<file path="src/rtl/bus_master_port.sv">
// Per-master serial bus port: captures one controller command, arbitrates for the
// shared bus, shifts out mode/address/data, then collects the write ack or read byte.
module bus_master_port #(
   parameter int unsigned TIMEOUT = 16
) (
   input  logic        clk_i,
   input  logic        reset_i,
   input  logic        enable_i,
   input  logic        read_en_i,
   input  logic [7:0]  data_in_i,
   input  logic [13:0] addr_in_i,
   input  logic        bus_grant_i,
   input  logic        slave_ack_i,
   input  logic        rx_bit_i,
   input  logic        rx_valid_i,
   output logic        request_o,
   output logic        tx_bit_o,
   output logic        tx_valid_o,
   output logic [7:0]  data_out_o,
   output logic        done_o,
   output logic        err_o
);

   localparam int unsigned TW      = $clog2(TIMEOUT + 1);
   localparam logic [4:0]  LAST_RD = 5'd14;
   localparam logic [4:0]  LAST_WR = 5'd22;

   typedef enum logic [2:0] {
      S_IDLE  = 3'd0,
      S_REQ   = 3'd1,
      S_SEND  = 3'd2,
      S_WACK  = 3'd3,
      S_RWAIT = 3'd4,
      S_FIN   = 3'd5,
      S_ABORT = 3'd6
   } state_e;

   state_e        state_q, state_d;
   logic          armed_q, armed_d;
   logic          rd_q, rd_d;
   logic [13:0]   addr_q, addr_d;
   logic [7:0]    wdata_q, wdata_d;
   logic [4:0]    bit_cnt_q, bit_cnt_d;
   logic [TW-1:0] tmo_q, tmo_d;
   logic [7:0]    rx_sh_q, rx_sh_d;
   logic [2:0]    rx_cnt_q, rx_cnt_d;
   logic [7:0]    data_out_q, data_out_d;
   logic          request_q, request_d;
   logic          tx_bit_q, tx_bit_d;
   logic          tx_valid_q, tx_valid_d;
   logic          done_q, done_d;
   logic          err_q, err_d;
   logic [22:0]   tx_frame_s;
   logic [4:0]    last_idx_s;
   logic          tmo_hit_s;

   assign last_idx_s = rd_q ? LAST_RD : LAST_WR;
   assign tmo_hit_s  = (tmo_q == TW'(TIMEOUT - 1));

   // Next-state logic; armed only re-arms on a cycle with enable low.
   always_comb begin
      state_d    = state_q;
      armed_d    = enable_i ? armed_q : 1'b1;
      rd_d       = rd_q;
      addr_d     = addr_q;
      wdata_d    = wdata_q;
      bit_cnt_d  = bit_cnt_q;
      tmo_d      = tmo_q;
      rx_sh_d    = rx_sh_q;
      rx_cnt_d   = rx_cnt_q;
      data_out_d = data_out_q;
      case (state_q)
         S_IDLE: begin
            if (enable_i && armed_q) begin
               rd_d    = read_en_i;
               addr_d  = addr_in_i;
               wdata_d = data_in_i;
               armed_d = 1'b0;
               state_d = S_REQ;
            end else begin
               state_d = S_IDLE;
            end
         end
         S_REQ: begin
            if (bus_grant_i) begin
               bit_cnt_d = 5'd0;
               state_d   = S_SEND;
            end else begin
               state_d = S_REQ;
            end
         end
         S_SEND: begin
            if (!bus_grant_i) begin
               state_d = S_ABORT;
            end else if (bit_cnt_q == last_idx_s) begin
               tmo_d    = '0;
               rx_cnt_d = 3'd0;
               state_d  = rd_q ? S_RWAIT : S_WACK;
            end else begin
               bit_cnt_d = bit_cnt_q + 5'd1;
            end
         end
         S_WACK: begin
            if (!bus_grant_i) begin
               state_d = S_ABORT;
            end else if (slave_ack_i) begin
               state_d = S_FIN;
            end else if (tmo_hit_s) begin
               state_d = S_ABORT;
            end else begin
               tmo_d = tmo_q + TW'(1);
            end
         end
         S_RWAIT: begin
            if (!bus_grant_i) begin
               state_d = S_ABORT;
            end else if (rx_valid_i) begin
               rx_sh_d = {rx_sh_q[6:0], rx_bit_i};
               tmo_d   = '0;
               if (rx_cnt_q == 3'd7) begin
                  data_out_d = {rx_sh_q[6:0], rx_bit_i};
                  state_d    = S_FIN;
               end else begin
                  rx_cnt_d = rx_cnt_q + 3'd1;
               end
            end else if (tmo_hit_s) begin
               state_d = S_ABORT;
            end else begin
               tmo_d = tmo_q + TW'(1);
            end
         end
         S_FIN:   state_d = S_IDLE;
         S_ABORT: state_d = S_IDLE;
         default: state_d = S_IDLE;
      endcase
   end

   // Outputs are decoded from the next state so every port comes straight off a flop.
   always_comb begin
      tx_frame_s = {rd_q, addr_q, wdata_q} << bit_cnt_d;
      request_d  = (state_d == S_REQ) || (state_d == S_SEND) ||
                   (state_d == S_WACK) || (state_d == S_RWAIT);
      tx_valid_d = (state_d == S_SEND);
      tx_bit_d   = (state_d == S_SEND) ? tx_frame_s[22] : 1'b0;
      done_d     = (state_d == S_FIN);
      err_d      = (state_d == S_ABORT);
   end

   // State and output registers.
   always_ff @(posedge clk_i) begin
      if (reset_i) begin
         state_q    <= S_IDLE;
         armed_q    <= 1'b1;
         rd_q       <= 1'b0;
         addr_q     <= 14'd0;
         wdata_q    <= 8'd0;
         bit_cnt_q  <= 5'd0;
         tmo_q      <= '0;
         rx_sh_q    <= 8'd0;
         rx_cnt_q   <= 3'd0;
         data_out_q <= 8'd0;
         request_q  <= 1'b0;
         tx_bit_q   <= 1'b0;
         tx_valid_q <= 1'b0;
         done_q     <= 1'b0;
         err_q      <= 1'b0;
      end else begin
         state_q    <= state_d;
         armed_q    <= armed_d;
         rd_q       <= rd_d;
         addr_q     <= addr_d;
         wdata_q    <= wdata_d;
         bit_cnt_q  <= bit_cnt_d;
         tmo_q      <= tmo_d;
         rx_sh_q    <= rx_sh_d;
         rx_cnt_q   <= rx_cnt_d;
         data_out_q <= data_out_d;
         request_q  <= request_d;
         tx_bit_q   <= tx_bit_d;
         tx_valid_q <= tx_valid_d;
         done_q     <= done_d;
         err_q      <= err_d;
      end
   end

   assign request_o  = request_q;
   assign tx_bit_o   = tx_bit_q;
   assign tx_valid_o = tx_valid_q;
   assign data_out_o = data_out_q;
   assign done_o     = done_q;
   assign err_o      = err_q;

endmodule
</file>
<file path="config.mk">
export PLATFORM = sky130hd
export DESIGN_NAME = bus_master_port
export DESIGN_NICKNAME = d
export VERILOG_FILES = /design/src/rtl/bus_master_port.sv
export SDC_FILE = /design/constraint.sdc
export NUM_CORES = 1
export LEC_CHECK = 0
export ABC_AREA = 1
export BUFFER_PORTS_ARGS = -buffer_cell sky130_fd_sc_hd__buf_4
export CORE_MARGIN = 2
export CORE_UTILIZATION = 35
export CTS_CLUSTER_DIAMETER = 30
export CTS_CLUSTER_SIZE = 10
export DETAILED_ROUTE_END_ITERATION = 8
export PLACE_DENSITY = 0.54
export SLEW_MARGIN = 20
export SYNTH_ARGS = -nofsm -noshare
export SYNTH_HDL_FRONTEND = slang
export SYNTH_SLANG_ARGS = --single-unit
</file>
<file path="constraint.sdc">
create_clock -name clk_i -period 2.8 [get_ports clk_i]
set_clock_uncertainty 0.05 [all_clocks]
set_input_delay 0 -clock clk_i [delete_from_list [all_inputs] [get_ports clk_i]]
set_output_delay 0 -clock clk_i [all_outputs]
set_load 0.05 [all_outputs]
</file>
==> results.ini <==
[status]
status=completed

[yosys]
synth_edf_count=0
ys_types=34
synth_cells=392
mappedNetlistArea_um2=2840
syn_area_per_cell_um2=7.25
synth_warnings=0
async_flop_share_pct=0
yosysSeqAreaShare_pct=42.3
syn-num-nets=427
synth-seq-cells=60
synth_top_flop_cell=dfxtp_1

[power]
p_sw_share_pct=27.6
p_sw_mw=0.561
p_int_mw=1.48
peakVddDrop_uv=260
seqPwrFrac_pct=45.9
leakage_nw=1.64
pwr-share-comb_pct=15.9
p_clk_share_pct=38.2
power_density_nw_per_um2=550

[die]
start_util_pct=36.4
rows=32
design.core.area_um2=7810
fp.dieW_um=94.1
die_h_um=94.1
die_area_um2=8860
io_pins=43

[critical_path]
crit_fanout=15
r2r_cells=9
cp.required_ns=2.97
r2r_start=state_q[1]$_SDFF_PP0_
crit_type=reg -> reg
startpoint_type=flop
worstSetupEndpoint=data_out_o[0]$_SDFFE_PP0P_
cp_data_arrival_time_ns=2.61
critical_path.startpoint=state_q[1]$_SDFF_PP0_
end_kind=flop
r2r_end=data_out_o[0]$_SDFFE_PP0P_
r2r_slack_ns=0.35

[worst_hold_path]
hold_depth=5
hp-class=in -> reg

[detailed_routing]
vias=2651
routed_wl_mm=6.42
drtPass1Iterations=4
wl_met3_um=282
wl_met2_mm=2.94
wl_met1_mm=3.11
avgViaCountPerCell=4.68
ant_nets=0
drcViolationCount=0
drt-initial-drc-count=103
top_layer=met4
routedWlPerCell_um=11.3

[clock_network]
clk_latency_ns=0.33
clockBufferDepth=2
numCtsBuffers=9
post_cts_buffers=0
clock-root-buffer=clkbuf_8
cts.htree.levels=3
cts_tree=done
cts-resized-gates=0
cts.hold.buffers_added=28
cts.clk_slew.worst_paths_ns=0.07
cts.sinks=60

[global_route]
antenna_found_initial=0
grt_pass1_vias=2580
grt.overflow.total=0
grt_pass1_wl_mm=11.5
grt_use_total_pct=16.2
grt_max_degree=47

[place]
port_buffers=42
dp_hpwl_mm=4.55
gp_congestion=0.887

[timing]
tightest_slew_ns=0.560
fmax_mhz=409
slew_violations=0
period_needed_ns=2.45
setup_viol=0
hold_ws_ns=0.0197
tns_ns=0
finalCritPeriodShare_pct=87.4
rsz0062_at_grt=no
finalHoldViolCount=0
slew-limit-headroom_pct=62.7

[layout]
drive_above_1_share_pct=17.7
area_growth_pct=30.2
n_antenna_cell=0
fillers=796
final_common_cell=dfxtp_1
mostFrequentLayoutCells=dfxtp_1 (60), inv_1 (57), nand2_1 (52)
layout.nets=494

[flow_run]
cap_violations=0

-- flip-flops by register name, indices dropped and copies added, names as in the netlist --
register    count
request_o       1
done_o          1
rx_cnt_q        3
tmo_q           5
rd_q            1
armed_q         1
tx_bit_o        1
tx_valid_o      1
err_o           1
wdata_q         8
addr_q         14
rx_sh_q         7
state_q         3
bit_cnt_q       5
data_out_o      8
-- area by class of cell --
| cell class | count | area (um^2) | share of cell area, % |
|---|---|---|---|
| multi-input cells | 254 | 1330 | 35.8 |
| clock inverters | 5 | 61.3 | 1.66 |
| clock buffers | 11 | 141 | 3.82 |
| well taps | 102 | 128 | 3.45 |
| flip-flops and latches | 60 | 1200 | 32.4 |
| inverters | 62 | 234 | 6.32 |
| repair buffers | 72 | 611 | 16.5 |
-- how the worst min path moves through the flow --
stage                              endpoint  slack [ns]       start
floorplan                armed_q$_SDFF_PP1_        0.03    enable_i
global placement         armed_q$_SDFF_PP1_        0.15    enable_i
detailed placement       armed_q$_SDFF_PP1_        0.17    enable_i
CTS                 rx_sh_q[6]$_SDFFE_PP0P_       0.004  rx_valid_i
global route        rx_sh_q[6]$_SDFFE_PP0P_        0.04  rx_valid_i
finish              rx_sh_q[6]$_SDFFE_PP0P_        0.02  rx_valid_i
-- power groups by stage --
stage | clock, mW | combinational (mW) | sequential [mW]
floorplan | 0 | 0.192 | 0.970
global placement | 0 | 0.294 | 0.954
detailed placement | 0 | 0.295 | 0.954
CTS | 0.809 | 0.326 | 0.935
global route | 0.841 | 0.372 | 0.941
finish | 0.779 | 0.323 | 0.935
-- critical path, stage by stage, from the launching register on --
cell	delay, ns
dfxtp_1	0.38
nor2_1	0.24
nand2_2	0.14
inv_2	0.12
nand3_1	0.12
nor2_2	0.46
inv_1	0.12
nand2_1	0.08
a21oi_1	0.06
dlygate4sd3_1	0.56
-- cell families after synthesis --
kind of cell	Yosys count	synth area share (%)
buffers and inverters	78	11.1
AOI/OAI and AO/OA	100	19.5
adders and majority gates	5	2.20
and+or+nand+nor	146	24.1
xor gates and xnor gates	3	0.924
DFF	60	42.3
-- per-layer routing --
layer	global-route usage, %	up-vias
met5	0	-
met3	3.85	8
met2	26.4	58
li1	-	1419
met1	20.8	1166
met4	5.80	0
-- cells in the mapped netlist (all sizes together), types with 2 or more instances --
| library cell | n | area (um^2) |
|---|---|---|
| ha | 5 | 62.6 |
| a21oi | 42 | 214 |
| dfxtp | 60 | 1200 |
| nand3 | 47 | 245 |
| clkbuf | 11 | 41.3 |
| xnor2 | 2 | 17.5 |
| buf | 5 | 40.0 |
| nor2 | 31 | 131 |
| a211oi | 6 | 45.0 |
| o21ai | 46 | 230 |
| nand2 | 61 | 262 |
| inv | 61 | 229 |
| nand4 | 4 | 25.0 |
-- through the flow --
step           util, %  instance area [um^2]  setup slack (ns)  instances  power [mW]
2_1_floorplan        -                  2840              1.00        392        1.16
3_3_place_gp      41.2                  3220             0.745        522        1.25
6_report          47.4                  3700             0.354        566        2.04
3_5_place_dp      41.2                  3220             0.723        522        1.25
4_1_cts           47.4                  3700             0.358        566        2.07
5_1_grt           47.4                  3700             0.117        566        2.15
(Power assumes the default switching activity.)
